[src/rtl/mac_tap_sequencer_if.sv]
// Sample intake, coefficient write port and MAC drive bundle for mac_tap_sequencer.
// The master side (producer/host) drives the inputs. The slave side is the sequencer.
interface mac_tap_sequencer_if #(
  parameter int DATA_WIDTH  = 32,
  parameter int COEFF_WIDTH = 16,
  parameter int TAP_IDX_W   = 3
);
  logic [DATA_WIDTH-1:0]  sample_in;
  logic                   sample_valid;
  logic                   sample_ready;
  logic                   coeff_wr_en;
  logic [TAP_IDX_W-1:0]   coeff_wr_addr;
  logic [COEFF_WIDTH-1:0] coeff_wr_data;
  logic                   coeff_wr_err;
  logic [DATA_WIDTH-1:0]  data_out;
  logic [COEFF_WIDTH-1:0] coeff_out;
  logic                   mac_enable;
  logic                   accum_clear;
  logic                   frame_done;
  logic                   busy;

  modport master (
    output sample_in, sample_valid, coeff_wr_en, coeff_wr_addr, coeff_wr_data,
    input  sample_ready, coeff_wr_err, data_out, coeff_out, mac_enable,
           accum_clear, frame_done, busy
  );

  modport slave (
    input  sample_in, sample_valid, coeff_wr_en, coeff_wr_addr, coeff_wr_data,
    output sample_ready, coeff_wr_err, data_out, coeff_out, mac_enable,
           accum_clear, frame_done, busy
  );
endinterface

[src/rtl/mac_tap_sequencer.sv]
// FIR tap sequencer that feeds a two-stage MAC.
// Each accepted sample shifts into the delay line. The block then clears the MAC,
// streams NUM_TAPS (sample, coeff) pairs and sends two zero pairs to flush the MAC
// pipeline. frame_done flags the cycle in which the MAC accumulator is final.
// The registered outputs are computed from the next state, so each one lines up
// with the state it belongs to.
module mac_tap_sequencer #(
  parameter int DATA_WIDTH  = 32,
  parameter int COEFF_WIDTH = 16,
  parameter int NUM_TAPS    = 8,
  parameter int TAP_IDX_W   = 3
) (
  input  logic                  clk,
  input  logic                  rst_n,
  mac_tap_sequencer_if.slave    bus
);
  typedef enum logic [2:0] {IDLE, CLEAR, RUN, DRAIN, DONE} state_t;

  localparam logic [TAP_IDX_W-1:0] K_LAST = TAP_IDX_W'(NUM_TAPS - 1);
  localparam logic [TAP_IDX_W-1:0] K_ONE  = TAP_IDX_W'(1);

  state_t                                state, state_nxt;
  logic [TAP_IDX_W-1:0]                  k, k_nxt;
  logic [NUM_TAPS-1:0][DATA_WIDTH-1:0]   delay;
  logic [NUM_TAPS-1:0][COEFF_WIDTH-1:0]  coeff;
  logic [DATA_WIDTH-1:0]                 data_sel;
  logic [COEFF_WIDTH-1:0]                coeff_sel;
  logic                                  accept, wr_ok;

  assign bus.sample_ready = (state == IDLE);
  assign bus.busy         = (state != IDLE);
  assign accept           = bus.sample_valid && (state == IDLE);
  assign wr_ok            = bus.coeff_wr_en && (state == IDLE) &&
                            (32'(bus.coeff_wr_addr) < 32'(NUM_TAPS));

  // Next-state logic. k counts taps in RUN and reuses 0..1 to count DRAIN cycles.
  always_comb begin
    state_nxt = state;
    k_nxt     = k;
    unique case (state)
      IDLE:  if (accept) state_nxt = CLEAR;
      CLEAR: begin state_nxt = RUN; k_nxt = '0; end
      RUN:   if (k == K_LAST) begin state_nxt = DRAIN; k_nxt = '0; end
             else k_nxt = k + K_ONE;
      DRAIN: if (k == K_ONE) begin state_nxt = DONE; k_nxt = '0; end
             else k_nxt = k + K_ONE;
      DONE:  state_nxt = IDLE;
      default: begin state_nxt = IDLE; k_nxt = '0; end
    endcase
  end

  // Tap select for the next cycle's pair. The compare loop keeps the index width clean.
  always_comb begin
    data_sel  = '0;
    coeff_sel = '0;
    for (int i = 0; i < NUM_TAPS; i++)
      if (k_nxt == TAP_IDX_W'(i)) begin
        data_sel  = delay[i];
        coeff_sel = coeff[i];
      end
  end

  // State and tap counter registers.
  always_ff @(posedge clk or negedge rst_n)
    if (!rst_n) begin
      state <= IDLE;
      k     <= '0;
    end else begin
      state <= state_nxt;
      k     <= k_nxt;
    end

  // Delay line: the newest sample goes to entry 0 and older ones shift up.
  always_ff @(posedge clk or negedge rst_n)
    if (!rst_n)      delay <= '0;
    else if (accept) delay <= {delay[NUM_TAPS-2:0], bus.sample_in};

  // Coefficient bank. Writes land only while idle, so RUN never sees a change mid-frame.
  always_ff @(posedge clk or negedge rst_n)
    if (!rst_n) coeff <= '0;
    else
      for (int i = 0; i < NUM_TAPS; i++)
        if (wr_ok && bus.coeff_wr_addr == TAP_IDX_W'(i)) coeff[i] <= bus.coeff_wr_data;

  // Registered MAC drive, frame_done and write-error pulses.
  always_ff @(posedge clk or negedge rst_n)
    if (!rst_n) begin
      bus.mac_enable   <= 1'b0;
      bus.accum_clear  <= 1'b0;
      bus.data_out     <= '0;
      bus.coeff_out    <= '0;
      bus.frame_done   <= 1'b0;
      bus.coeff_wr_err <= 1'b0;
    end else begin
      bus.mac_enable   <= (state_nxt == RUN) || (state_nxt == DRAIN);
      bus.accum_clear  <= (state_nxt == CLEAR);
      bus.data_out     <= (state_nxt == RUN) ? data_sel  : '0;
      bus.coeff_out    <= (state_nxt == RUN) ? coeff_sel : '0;
      bus.frame_done   <= (state == DONE);
      bus.coeff_wr_err <= bus.coeff_wr_en && !wr_ok;
    end
endmodule

[src/flat_wrapper.sv]
// flat-port wrapper written by rule: the top's interface ports become plain ports
module mac_tap_sequencer_flat 
#(
  parameter int DATA_WIDTH  = 32,
  parameter int COEFF_WIDTH = 16,
  parameter int NUM_TAPS    = 8,
  parameter int TAP_IDX_W   = 3
)
  (clk, rst_n, bus_sample_in, bus_sample_valid, bus_coeff_wr_en, bus_coeff_wr_addr, bus_coeff_wr_data, bus_sample_ready, bus_coeff_wr_err, bus_data_out, bus_coeff_out, bus_mac_enable, bus_accum_clear, bus_frame_done, bus_busy);
  mac_tap_sequencer_if #(.DATA_WIDTH(DATA_WIDTH), .COEFF_WIDTH(COEFF_WIDTH), .TAP_IDX_W(TAP_IDX_W)) bus_i ();
  input  logic clk;
  input  logic rst_n;
  input wire logic [$bits(bus_i.sample_in)-1:0] bus_sample_in;
  input wire logic [$bits(bus_i.sample_valid)-1:0] bus_sample_valid;
  input wire logic [$bits(bus_i.coeff_wr_en)-1:0] bus_coeff_wr_en;
  input wire logic [$bits(bus_i.coeff_wr_addr)-1:0] bus_coeff_wr_addr;
  input wire logic [$bits(bus_i.coeff_wr_data)-1:0] bus_coeff_wr_data;
  output wire logic [$bits(bus_i.sample_ready)-1:0] bus_sample_ready;
  output wire logic [$bits(bus_i.coeff_wr_err)-1:0] bus_coeff_wr_err;
  output wire logic [$bits(bus_i.data_out)-1:0] bus_data_out;
  output wire logic [$bits(bus_i.coeff_out)-1:0] bus_coeff_out;
  output wire logic [$bits(bus_i.mac_enable)-1:0] bus_mac_enable;
  output wire logic [$bits(bus_i.accum_clear)-1:0] bus_accum_clear;
  output wire logic [$bits(bus_i.frame_done)-1:0] bus_frame_done;
  output wire logic [$bits(bus_i.busy)-1:0] bus_busy;
  assign bus_i.sample_in = bus_sample_in;
  assign bus_i.sample_valid = bus_sample_valid;
  assign bus_i.coeff_wr_en = bus_coeff_wr_en;
  assign bus_i.coeff_wr_addr = bus_coeff_wr_addr;
  assign bus_i.coeff_wr_data = bus_coeff_wr_data;
  assign bus_sample_ready = bus_i.sample_ready;
  assign bus_coeff_wr_err = bus_i.coeff_wr_err;
  assign bus_data_out = bus_i.data_out;
  assign bus_coeff_out = bus_i.coeff_out;
  assign bus_mac_enable = bus_i.mac_enable;
  assign bus_accum_clear = bus_i.accum_clear;
  assign bus_frame_done = bus_i.frame_done;
  assign bus_busy = bus_i.busy;
  mac_tap_sequencer #(.DATA_WIDTH(DATA_WIDTH), .COEFF_WIDTH(COEFF_WIDTH), .NUM_TAPS(NUM_TAPS), .TAP_IDX_W(TAP_IDX_W)) u_core (.clk(clk), .rst_n(rst_n), .bus(bus_i));
endmodule
[config.mk]
export PLATFORM = sky130hd
export DESIGN_NAME = mac_tap_sequencer_flat
export DESIGN_NICKNAME = d
export VERILOG_FILES = /design/src/rtl/mac_tap_sequencer_if.sv /design/src/rtl/mac_tap_sequencer.sv /design/src/flat_wrapper.sv
export SDC_FILE = /design/constraint.sdc
export NUM_CORES = 1
export LEC_CHECK = 0
export BUFFER_PORTS_ARGS = -buffer_cell sky130_fd_sc_hd__buf_2
export CAP_MARGIN = 20
export CORE_MARGIN = 8
export CORE_UTILIZATION = 50
export DETAILED_ROUTE_END_ITERATION = 16
export GPL_ROUTABILITY_DRIVEN = 0
export PLACE_DENSITY = 0.71
export SYNTH_ARGS = -nofsm -noshare
export SYNTH_HDL_FRONTEND = slang
export SYNTH_SLANG_ARGS = --single-unit
export TNS_END_PERCENT = 20
[constraint.sdc]
create_clock -name clk -period 3.5 [get_ports clk]
set_input_delay 0.175 -clock clk [delete_from_list [all_inputs] [get_ports clk]]
set_output_delay 0.175 -clock clk [all_outputs]
set_load 0.005 [all_outputs]
==> results of run 1 <==
==> per-stage QoR <==
stage                     hold slack (ns)  instances  setup slack [ns]
after floorplan                    -0.121       1546              1.01
after global placement              0.230       2102             0.476
after detailed placement            0.235       2102             0.304
after CTS                           0.242       2229             0.274
after global routing                0.281       2229             0.136
final                               0.218       2229             0.278
==> cells in the mapped netlist (all sizes together) <==
| cell type | count |
|---|---|
| nor4 | 1 |
| nand2b | 3 |
| mux2 | 384 |
| o21a | 1 |
| nand3b | 4 |
| or3 | 2 |
| a22oi | 1 |
| a311oi | 1 |
| o22ai | 47 |
| and3 | 40 |
| a211oi | 3 |
| nor3b | 3 |
| o221ai | 1 |
| dfrtp | 442 |
| o21ai | 68 |
| nor2 | 47 |
| nor3 | 4 |
| a21oi | 67 |
| a31oi | 40 |
| clkbuf | 64 |
| or3b | 1 |
| inv | 9 |
| nand3 | 48 |
| ha | 3 |
| nor2b | 13 |
| o31ai | 1 |
| and3b | 1 |
| and2 | 2 |
| a2111oi | 76 |
| nand2 | 97 |
| buf | 60 |
| a21o | 1 |
| a22o | 9 |
| a41oi | 1 |
| a21boi | 1 |
==> flip-flops by register name, indices dropped and copies added, names as in the netlist <==
signal                   flops
u_core.bus.accum_clear       1
u_core.bus.coeff_out        16
u_core.bus.coeff_wr_err      1
u_core.bus.data_out         32
u_core.bus.frame_done        1
u_core.bus.mac_enable        1
u_core.coeff               128
u_core.delay               256
u_core.k                     3
u_core.state                 3
==> worst min-delay path by stage <==
stage	to	slack (ns)	cells past startpoint
6_report	u_core.coeff[92]$_DFFE_PN0P_	0.22	2
3_3_place_gp	u_core.coeff[92]$_DFFE_PN0P_	0.23	1
2_1_floorplan	u_core.bus.accum_clear$_DFF_PN0_	-0.12	0
4_1_cts	u_core.coeff[92]$_DFFE_PN0P_	0.24	2
3_5_place_dp	u_core.coeff[92]$_DFFE_PN0P_	0.23	1
5_1_grt	u_core.coeff[92]$_DFFE_PN0P_	0.28	2
==> area by class of cell <==
class,instances,area share [%]
Sequential cell,442,48.4
Tap cell,518,2.84
Multi-Input combinational cell,971,35.2
Inverter,9,0.148
Clock inverter,6,0.378
Clock buffer,70,6.18
Timing Repair Buffer,213,6.80
==> where the power goes <==
group          internal [mW]  switching (mW)
Clock                   2.90            1.92
Sequential              7.31            1.51
Combinational           4.45            6.41
==> per-layer routing <==
layer / vias up / share of wire (%)
li1: 5973 / -
met1: 6946 / 44
met2: 372 / 49
met3: 68 / 5.1
met4: 0 / 2.1
met5: - / 0
==> kinds of logic (layout without fill, tap and decap cells) <==
| kind of cell | after synthesis | after routing | synth area share (%) |
|---|---|---|---|
| adder cells (fa/ha/maj) | 3 | 3 | 0.191 |
| multiplexers | 384 | 384 | 22.0 |
| flip-flops | 442 | 442 | 56.4 |
| buffers and inverters | 133 | 298 | 2.97 |
| AND/OR/NAND/NOR | 266 | 266 | 6.54 |
| AO/OA/AOI/OAI | 318 | 318 | 11.9 |
==> what timing repair did <==
| item | CTS | global route |
|---|---|---|
| gates resized for setup | 0 | 0 |
| hold endpoints to repair | 235 | 0 |
| hold buffers | 51 | 0 |
==> metrics.md, run 1 <==
| Metric | Value |
|---|---|
| Post-synth top area cell | dfrtp_1 |
| DR vias/cell | around 6 |
| Starting Density | approximately 51% |
| M1 GR Usage | 28.2% |
| Post-place instance area | about 21000 um2 |
| Residual DRC | 0 |
| Total Routed Length | between 40000 and 50000 um |
| CP Launch Point | u_core.k[0]$_DFF_PN0_ |
| Worst EP required | approximately 3.9 ns |
| Kind of cell adding the most delay to the critical path | compound AO/OA/AOI/OAI gates |
| Layout cells sized above 1 | 39.6% |
| Worst path cell trace | buf_4 -> ha_1 -> and3b_1 -> o31ai_4 -> buf_4 -> nand3_1 -> a21oi_1 -> a2111oi_0 -> a2111oi_0 |
| Synth top area share | between 50% and 60% |
| VDD IR max | between 0.9 and 1 mV |
| Crit path to | u_core.bus.coeff_out[1]$_DFF_PN0_ |
| First-pass GRT wire length | ~80000 um |
| Setup TNS | 0 ns |
| Core area | 38700 um2 |
| Met3 Use GR | under 10% |
| Crit. End Element | flop |
| Post-Syn Area per Cell | 12.7 um2 |
| Worst Reg-to-Reg Cells | 9 |
| FMAX | approximately 310 MHz |
| Max cap viols | 0 |
| CP Data Arrival Time | around 3.6 ns |
| Synth warnings | 0 |
| Vias | about 13000 |
| Clock sink total | 442 |
| Clk buf depth | 3 |
| Wirelength per Cell | approximately 22 um |
| Clock buffer count from CTS | 45 |
| Final total power | 24.5 mW |
| Die H | approximately 210 um |
| R2R Setup Slk | around 0.28 ns |
| Fillcell total | 3154 |
| Commonest non-fill, non-tap cell in the layout | dfrtp_1 |
| Worst rel slew slack | between 20% and 30% |
| Slew @ Worst Pin | about 1.2 ns |
| FF-to-FF End | u_core.bus.coeff_out[1]$_DFF_PN0_ |
| Final Hold Vio Count | 0 |
| Row count | slightly above 70 |
| Grt total ovfl | 0 |
| Pins over their slew limit | 0 |
| Critical R2R Launch | u_core.k[0]$_DFF_PN0_ |
| Synthesized area | between 15000 and 20000 um2 |
| Final core occ | around three fifths |
| Status | finished, final reports clean |
| GRT busiest layer | met2 |
| Final setup skew | roughly 0.02 ns |
| Final HPWL DP | roughly 29000 um |
| Synth area leaders | dfrtp_1, mux2_2, a2111oi_2, nand2_1, a21oi_1 |
| Port buffer count | roughly 110 |
| Final Cell Area | 22800 um2 |
| Layout Nets | approximately 1700 |
| CP max stage cell | a2111oi_0 |
| Hold WC Path Type | primary input to asynchronous set/reset pin |
| Levels on crit path | 9 |
| Die Span X | about 210 um |
| Total track usage | between 20% and 30% |
| Static Leak | between 10 and 15 nW |
| Crit-path max FO | 48 |
| Setup bufs post-CTS | 0 |
| Post-synthesis sequential area ratio | between 50% and 60% |
| Bufs and invs on worst path | 2 |
| Largest net degree at the start of global routing | ~90 |
| Worst setup SP type | flop |
| Clk pin slew, worst setup/hold paths | 0.06 ns |
| Routing usage on met2 | about 35% |
| Number of DRC markers in iteration 0 | slightly above 800 |
| Drt pass-1 iters | 5 |
| Final setup viols | 0 |
| Insertion delay to the later sink of the worst-skew pair | approximately 0.56 ns |
| Critical path's largest stage delay | ~0.68 ns |
| Die area | 45800 um2 |
| Initial antenna violation count | 0 |
| Synth cell types | 43 |
| Remaining antenna violation count | 0 |
| Ports | 109 |
| Syn Nets | 1604 |
| Tcrit/Tclk final | 92.1% |
| Register Area | roughly 11000 um2 |
| Number of diodes | 0 |
| P&R area growth vs syn | 16.4% |
| TritonCTS clock tree | done |
| Vias in the first global route | ~14000 |
| CTS root buffer | clkbuf_16 |
| Commonest non-fill, non-tap cells in the layout | dfrtp_1, mux2_2, buf_2 |
| Power per Cell Area | 1070 nW/um2 |
| Multi-input logic area | 8050 um2 |
| RSZ-0062 raised after global routing | false |
| Crit Path Category | flop to flop |
| Tmin final | approximately 3.2 ns |
| H-tree Lvls | 2 |
| FF+latch count, synth | 442 |
| Syn Inst Count | 1546 |
No activity file was read; power rests on OpenSTA's default activity.
==> run 2, diff against run 1 <==
==> constraint.sdc (replaced) <==
create_clock -name clk -period 4 [get_ports clk]
set_input_delay 0.2 -clock clk [delete_from_list [all_inputs] [get_ports clk]]
set_output_delay 0.2 -clock clk [all_outputs]
set_load 0.005 [all_outputs]
==> metrics.md, run 2 (synthesized netlist as in run 1, its figures left out) <==
| Metric | Value |
|---|---|
| Worst setup SP type | flop |
| Pint | 12.6 mW (-14%) |
| Net Sw Frac | 40.3% (+0.15 points) |
| Port buffer count | 108 (unchanged) |
| P&R area growth vs syn | 15.6% |
| FF-to-FF End | u_core.bus.data_out[4]$_DFF_PN0_ |
| CP Data Arrival Time | 3.68 ns (+0.09 ns) |
| CP Launch Point | u_core.k[0]$_DFF_PN0_ |
| Critical path's largest stage delay | 0.59 ns (-0.09 ns) |
| Core area | 38700 um2 (unchanged) |
| Clock Power Share | 18.9% (-0.8 points) |
| Clk buf depth | 3 (unchanged) |
| H-tree Lvls | 2 (unchanged) |
| Power per Cell Area | 933 nW/um2 (-13%) |
| Setup bufs post-CTS | 0 (unchanged) |
| Grt total ovfl | 0 (unchanged) |
| CTS root buffer | clkbuf_16 |
| Worst Reg-to-Reg Cells | 9 (unchanged) |
| Worst setup margin | 0.683 ns (+0.405 ns) |
| Post_cts resized | 0 (unchanged) |
| Commonest non-fill, non-tap cells in the layout | dfrtp_1, mux2_2, buf_2 |
| Wirelength per Cell | 21.8 um (-0.82%) |
| Number of DRC markers in iteration 0 | 1112 (+34%) |
| Tmin final | 3.32 ns (+0.0948 ns) |
| Slew @ Worst Pin | 1.01 ns (-0.147 ns) |
| Met3 Use GR | 3.13% (-0.34 points) |
| Number of diodes | 0 (unchanged) |
| Residual DRC | 0 (unchanged) |
| Hold WC Path Type | primary input to flop |
| Worst path cell trace | ha_1 -> ha_1 -> nand2b_1 -> a41oi_4 -> inv_2 -> nor3_2 -> buf_4 -> a2111oi_0 -> a2111oi_0 |
| Register Area | 11100 um2 (unchanged) |
| GRT busiest layer | met2 |
| DR vias/cell | 5.98 (-0.18%) |
| Reg power frac | 36.6% (+0.6 points) |
| Worst rel slew slack | 32.9% (+9.8 points) |
| Largest net degree at the start of global routing | 117 (+33%) |
| Vias in the first global route | 14000 (+0.82%) |
| Worst EP required | 4.37 ns (+0.51 ns) |
| Max cap viols | 0 (unchanged) |
| Fillcell total | 3115 (-1.2%) |
| Biggest register | u_core.delay |
| Clock buffer count from CTS | 44 (-2.2%) |
| Final setup viols | 0 (unchanged) |
| Clk pin slew, worst setup/hold paths | 0.06 ns (about the same) |
| Final Hold Vio Count | 0 (unchanged) |
| CP max stage cell | a2111oi_0 |
| Static Leak | 10.2 nW (-0.73%) |
| Crit. End Element | flop |
| Crit-path max FO | 30 (-38%) |
| Pins over their slew limit | 0 (unchanged) |
| Status | finished, final reports clean |
| Final HPWL DP | 28900 um (+0.67%) |
| Ports | 109 (unchanged) |
| First-pass GRT wire length | 78100 um (-0.85%) |
| Largest register FFs | 256 (unchanged) |
| Starting Density | 50.7% (unchanged) |
| Switching Power | 8.53 mW (-13%) |
| Largest registers | u_core.delay (256), u_core.coeff (128), u_core.bus.data_out (32) |
| Layout cells sized above 1 | 39.6% (-0.072 points) |
| Drt pass-1 iters | 5 (unchanged) |
| Total Routed Length | 48400 um (-1.1%) |
| # hold bufs at CTS | 44 (-14%) |
| Insertion delay to the later sink of the worst-skew pair | 0.55 ns (about the same) |
| Clock sink total | 442 (unchanged) |
| M1 GR Usage | 27.8% (-0.40 points) |
| TritonCTS clock tree | done |
| Die area | 45800 um2 (unchanged) |
| Commonest non-fill, non-tap cell in the layout | dfrtp_1 |
| Critical R2R Launch | u_core.k[0]$_DFF_PN0_ |
| Place WS | 0.826 ns (+0.522 ns) |
| Routing usage on met2 | 34.6% (unchanged) |
| Tcrit/Tclk final | 82.9% (-9.1 points) |
| Hold slack | 0.00770 ns (-0.210 ns) |
| Initial antenna violation count | 0 (unchanged) |
| Setup TNS | 0 ns (unchanged) |
| Vias | 13300 (-0.49%) |
| Gate power share | 44.6% (+0.3 points) |
| Crit path to | u_core.bus.data_out[4]$_DFF_PN0_ |
| Layout Nets | 1731 (-0.52%) |
| RSZ-0062 raised after global routing | false |
| Die H | 214 um (unchanged) |
| Remaining antenna violation count | 0 (unchanged) |
| Non-Filler Instances | 2222 (-0.31%) |
| Placed insts | 2101 (-0.048%) |
| Die Span X | 214 um (unchanged) |
| Total track usage | 20.7% (-0.32 points) |
| Crit Path Category | flop to flop |
| Final setup skew | 0.0163 ns (-0.00341 ns) |
| R2R Setup Slk | 0.68 ns (+0.41 ns) |
| VDD IR max | 0.625 mV (-35%) |
| Multi-input logic area | 8050 um2 (unchanged) |
| FMAX | 301 MHz (-2.9%) |
| Row count | 72 (unchanged) |
-- run 2: cell types whose count changed in the layout (fill, tap and decap cells not counted), sizes merged --
cell	change
dlygate4sd3	-7
clkinvlp	-1
clkbuf	-2
bufinv	-1
clkinv	+4
buf	-1
inv	+1
-- run 2: layer usage --
metal	wire length [um]	part of all wire (%)
met1	21300	44
met2	23600	49
met3	2440	5.0
met4	1070	2.2
met5	0	0
-- run 2: critical path: cells and delay by family (launching register included) --
family,cells,cell delay [ns]
flops,1,0.57
buf+inv,2,0.70
fa+ha+maj,2,0.44
simple gates,2,0.34
compound gates,3,1.06
-- run 2: layout make-up --
cell class,instances,share of cell area (%)
Multi-Input combinational cell,971,35.5
Clock inverter,9,0.342
Inverter,9,0.149
Timing Repair Buffer,205,6.56
Sequential cell,442,48.8
Tap cell,518,2.86
Clock buffer,68,5.83
-- run 2: power groups by stage --
stage	clock (mW)	sequential, mW	combinational, mW
3_5_place_dp	0	7.75	9.33
5_1_grt	4.25	7.96	10.2
2_1_floorplan	0	7.28	6.65
4_1_cts	4.07	7.70	9.42
3_3_place_gp	0	7.66	9.11
6_report	3.99	7.73	9.43
-- run 2: worst min-delay path by stage --
stage                     startpoint                               end  slack (ns)  depth (start not counted)
6_report       bus_coeff_wr_data[12]     u_core.coeff[108]$_DFFE_PN0P_       0.008                          2
5_1_grt        bus_coeff_wr_data[12]      u_core.coeff[76]$_DFFE_PN0P_        0.02                          2
4_1_cts        bus_coeff_wr_data[14]     u_core.coeff[126]$_DFFE_PN0P_       0.004                          2
3_5_place_dp                   rst_n      u_core.coeff[94]$_DFFE_PN0P_        0.39                          1
3_3_place_gp                   rst_n      u_core.coeff[94]$_DFFE_PN0P_        0.36                          1
2_1_floorplan                  rst_n  u_core.bus.accum_clear$_DFF_PN0_        -0.1                          0
-- run 2: stage by stage --
| stage | area, um2 | utilization [%] | total power [mW] |
|---|---|---|---|
| 6_report | 22700 | 58.6 | 21.2 |
| 5_1_grt | 22700 | 58.6 | 22.4 |
| 4_1_cts | 22700 | 58.6 | 21.2 |
| 3_5_place_dp | 20800 | 53.8 | 17.1 |
| 3_3_place_gp | 20800 | 53.8 | 16.8 |
| 2_1_floorplan | 19600 | - | 13.9 |
==> run 3, diff against run 2 <==
--- a/config.mk
+++ b/config.mk
@@ -5,6 +5,7 @@
 export SDC_FILE = /design/constraint.sdc
 export NUM_CORES = 1
 export LEC_CHECK = 0
+export ABC_AREA = 1
 export BUFFER_PORTS_ARGS = -buffer_cell sky130_fd_sc_hd__buf_2
 export CAP_MARGIN = 20
 export CORE_MARGIN = 8
==> constraint.sdc (replaced) <==
create_clock -name clk -period 3.3 [get_ports clk]
set_input_delay 0.165 -clock clk [delete_from_list [all_inputs] [get_ports clk]]
set_output_delay 0.165 -clock clk [all_outputs]
set_load 0.005 [all_outputs]
==> metrics.md, run 3 <==
| Metric | Value |
|---|---|
| Critical path's largest stage delay | 0.47 ns (-0.12 ns) |
| Syn Nets | 2401 (+50%) |
| Ports | 109 (unchanged) |
| Bufs and invs on worst path | 1 (-1) |
| Tcrit/Tclk final | 92.1% (+9.2 points) |
| Syn Inst Count | 2343 (+52%) |
| Synth cell types | 26 (-40%) |
| FF+latch count, synth | 442 (unchanged) |
| # hold bufs at CTS | 51 (+16%) |
| Synthesized-area fraction occupied by adder cells | 0.196% (+0.0045 points) |
| Final total power | 23.8 mW (+13%) |
| R2R Setup Slk | 0.26 ns (-0.42 ns) |
| Row count | 71 (-1.4%) |
| Largest register FFs | 256 (unchanged) |
| Clock Power Share | 21.9% (+3.0 points) |
| Static Leak | 11.4 nW (+12%) |
| Switching Power | 9.97 mW (+17%) |
| P&R area growth vs syn | 16.6% |
| Die H | 212 um (-1.1%) |
| Met3 Use GR | 3.18% (+0.048 points) |
| Number of DRC markers in iteration 0 | 1614 (+45%) |
| Grt total ovfl | 0 (unchanged) |
| Largest registers | u_core.delay (256), u_core.coeff (128), u_core.bus.data_out (32) |
| Crit Path Category | flop to flop |
| Largest family of logic cells by synthesized area | simple AND/OR/NAND/NOR gates |
| Worst rel slew slack | 15.3% (-18 points) |
| Final setup skew | 0.0107 ns (-0.00558 ns) |
| Post-Syn Area per Cell | 8.18 um2 (-36%) |
| Die Span X | 212 um (-1.1%) |
| CP Launch Point | u_core.k[0]$_DFF_PN0_ |
| FMAX | 329 MHz (+9.1%) |
| Critical R2R Launch | u_core.k[0]$_DFF_PN0_ |
| HP Start | bus_coeff_wr_addr[2] |
| H-tree Lvls | 2 (unchanged) |
| CP max stage cell | nand2_1 |
| GRT busiest layer | met2 |
| Post-synthesis sequential area ratio | 57.7% (+1.3 points) |
| Setup bufs post-CTS | 0 (unchanged) |
| Async S/R FF share, synth | 100% (unchanged) |
| Synth warnings | 0 (unchanged) |
| Worst setup SP type | flop |
| Wirelength per Cell | 16.7 um (-24%) |
| Crit path to | u_core.bus.coeff_out[7]$_DFF_PN0_ |
| Clock sink total | 442 (unchanged) |
| Kind of cell adding the most delay to the critical path | simple AND/OR/NAND/NOR gates |
| Post-synth EDFFs | 0 (unchanged) |
| Status | finished, final reports clean |
| First-pass GRT wire length | 81900 um (+4.8%) |
| Worst Reg-to-Reg Cells | 12 (+3) |
| Most numerous cell in the Yosys netlist | nand2_1 |
| Starting Density | 50.8% (+0.12 points) |
| RSZ-0062 raised after global routing | false |
| Hold WC Path Type | primary input to flop |
| Post-synthesis compound-gate area fraction | 8.10% (-3.8 points) |
| TritonCTS clock tree | done |
| Port buffer count | 108 (unchanged) |
| Initial antenna violation count | 0 (unchanged) |
| Fillcell total | 3314 (+6.4%) |
| Biggest register | u_core.delay |
| Total Routed Length | 49800 um (+2.9%) |
| Core area | 37800 um2 (-2.5%) |
| Synth top area share | 57.7% (+1.3 points) |
| CTS root buffer | clkbuf_16 |
| Net Sw Frac | 41.9% (+1.6 points) |
| Vias | 15900 (+20%) |
| Number of diodes | 0 (unchanged) |
| Levels on crit path | 12 (+3) |
| Commonest cells in the netlist | nand2_1, dfrtp_1, nor2_1, nand3_1, o21ai_0 |
| Synth area leaders | dfrtp_1, nand2_1, nor2_1, nand3_1, o21ai_0 |
| Die area | 44900 um2 (-2.1%) |
| Layout Nets | 2504 (+45%) |
| Cell mode on critical path | nand2_1 |
| Xor/xnor cell area share of the yosys netlist | 0% (unchanged) |
| Remaining antenna violation count | 0 (unchanged) |
| Reg power frac | 37.9% (+1.3 points) |
| Worst EP required | 3.78 ns (-0.59 ns) |
| Max cap viols | 0 (unchanged) |
| Commonest non-fill, non-tap cell in the layout | nand2_1 |
| Residual DRC | 0 (unchanged) |
| Multi-input logic area | 7100 um2 (-12%) |
| Clk buf depth | 3 (unchanged) |
| Final Hold Vio Count | 0 (unchanged) |
| Final setup viols | 0 (unchanged) |
| Crit. End Element | flop |
| Clock buffer count from CTS | 47 (+6.8%) |
| Pint | 13.8 mW (+9.7%) |
| Synthesized area | 19200 um2 (-2.3%) |
| CP Data Arrival Time | 3.52 ns (-0.16 ns) |
| Clk pin slew, worst setup/hold paths | 0.06 ns (about the same) |
| Slew @ Worst Pin | 1.27 ns (+0.263 ns) |
| Register Area | 11100 um2 (unchanged) |
| Multiplexer share of the synthesized area | 0% (-22 points) |
| Vias in the first global route | 15600 (+12%) |
| Post_cts resized | 0 (unchanged) |
| Tmin final | 3.04 ns (-0.278 ns) |
| Final HPWL DP | 28300 um (-2.0%) |
| DR vias/cell | 5.33 (-11%) |
| Routing usage on met2 | 36.5% (+1.9 points) |
| Power per Cell Area | 1070 nW/um2 (+14%) |
| Post-synth top area cell | dfrtp_1 |
| Gate power share | 40.1% (-4.5 points) |
| Ys flop type | dfrtp_1 |
| Setup TNS | 0 ns (unchanged) |
| Layout cells sized above 1 | 10.4% (-29 points) |
| Insertion delay to the later sink of the worst-skew pair | 0.57 ns (+0.02 ns) |
| Simple-gate share of the synthesized area | 28.2% (+22 points) |
| Crit-path max FO | 68 (+130%) |
| Commonest non-fill, non-tap cells in the layout | nand2_1, dfrtp_1, nor2_1 |
| Largest net degree at the start of global routing | 257 (+120%) |
| FF-to-FF End | u_core.bus.coeff_out[7]$_DFF_PN0_ |
| M1 GR Usage | 30.7% (+2.9 points) |
| Total track usage | 22.4% (+1.7 points) |
| VDD IR max | 0.996 mV (+59%) |
| Drt pass-1 iters | 5 (unchanged) |
| Pins over their slew limit | 0 (unchanged) |
| Worst path cell trace | ha_1 -> ha_1 -> nand2_1 -> o21ai_0 -> nor2_4 -> buf_12 -> nand2_1 -> nor2_1 -> nor2_1 -> nand3_1 -> nand2_1 -> a21oi_1 |
## run 3: changes by cell type in the layout (fill, tap and decap cells not counted), moves of 48 or more
cell	previous run	this run
a21oi_1	66	144
inv_1	5	119
mux2_2	384	0
nand2_1	96	819
nand3_1	48	172
nand4_1	0	48
nor2_1	46	253
o21ai_0	67	147
## run 3: how the worst min path moves through the flow
| stage | to | slack [ns] | cells past startpoint |
|---|---|---|---|
| after floorplan | u_core.bus.accum_clear$_DFF_PN0_ | -0.13 | 0 |
| after global placement | u_core.delay[65]$_DFFE_PN0P_ | 0.34 | 1 |
| after detailed placement | u_core.delay[161]$_DFFE_PN0P_ | 0.34 | 1 |
| after CTS | u_core.coeff[34]$_DFFE_PN0P_ | 0.21 | 5 |
| after global routing | u_core.coeff[34]$_DFFE_PN0P_ | 0.25 | 5 |
| final | u_core.coeff[43]$_DFFE_PN0P_ | 0.24 | 5 |
## run 3: cell families after synthesis
family          after synthesis
fa+ha+maj                     3
flops                       442
buf+inv                     274
simple gates               1320
compound gates              304
## run 3: power by group through the flow
stage	registers, mW	clock network, mW	logic [mW]
4_1_cts	9.01	5.32	9.59
5_1_grt	9.30	5.52	10.8
3_3_place_gp	9.00	0	9.20
3_5_place_dp	9.07	0	9.46
6_report	9.04	5.23	9.55
2_1_floorplan	8.71	0	6.55
## run 3: area by class of cell
type,count,area share (%)
clock inverter,19,0.812
multi-input combinational,1627,31.8
inverter,128,2.17
tap,511,2.86
timing repair buffer,200,6.91
sequential,442,49.5
clock buffer,65,6.01
## run 3: worst register-to-register path, stage by stage, from the launching register on
cell and delay (ns):
dfrtp_1 0.43, ha_1 0.23, ha_1 0.30, nand2_1 0.07, o21ai_0 0.12, nor2_4 0.35, buf_12 0.35, nand2_1 0.49
nor2_1 0.26, nor2_1 0.08, nand3_1 0.07, nand2_1 0.05, a21oi_1 0.16
## run 3: metal layers
metal | routed length (um) | part of all wire, % | up-vias
met4 | 1280 | 2.6 | 0
met5 | 0 | 0 | -
li1 | - | - | 7642
met1 | 22000 | 44 | 7727
met2 | 23700 | 47 | 470
met3 | 2880 | 5.8 | 100
## run 3: metrics by stage
step	hold slack (ns)	cells	util (%)	area, um2	setup WS (ns)
after floorplan	-0.131	2343	-	19200	1.13
after global placement	0.341	2857	53.8	20300	0.438
after detailed placement	0.340	2857	53.8	20300	0.364
after CTS	0.205	2992	59.2	22400	0.300
after global routing	0.252	2992	59.2	22400	0.121
final	0.237	2992	59.2	22400	0.261
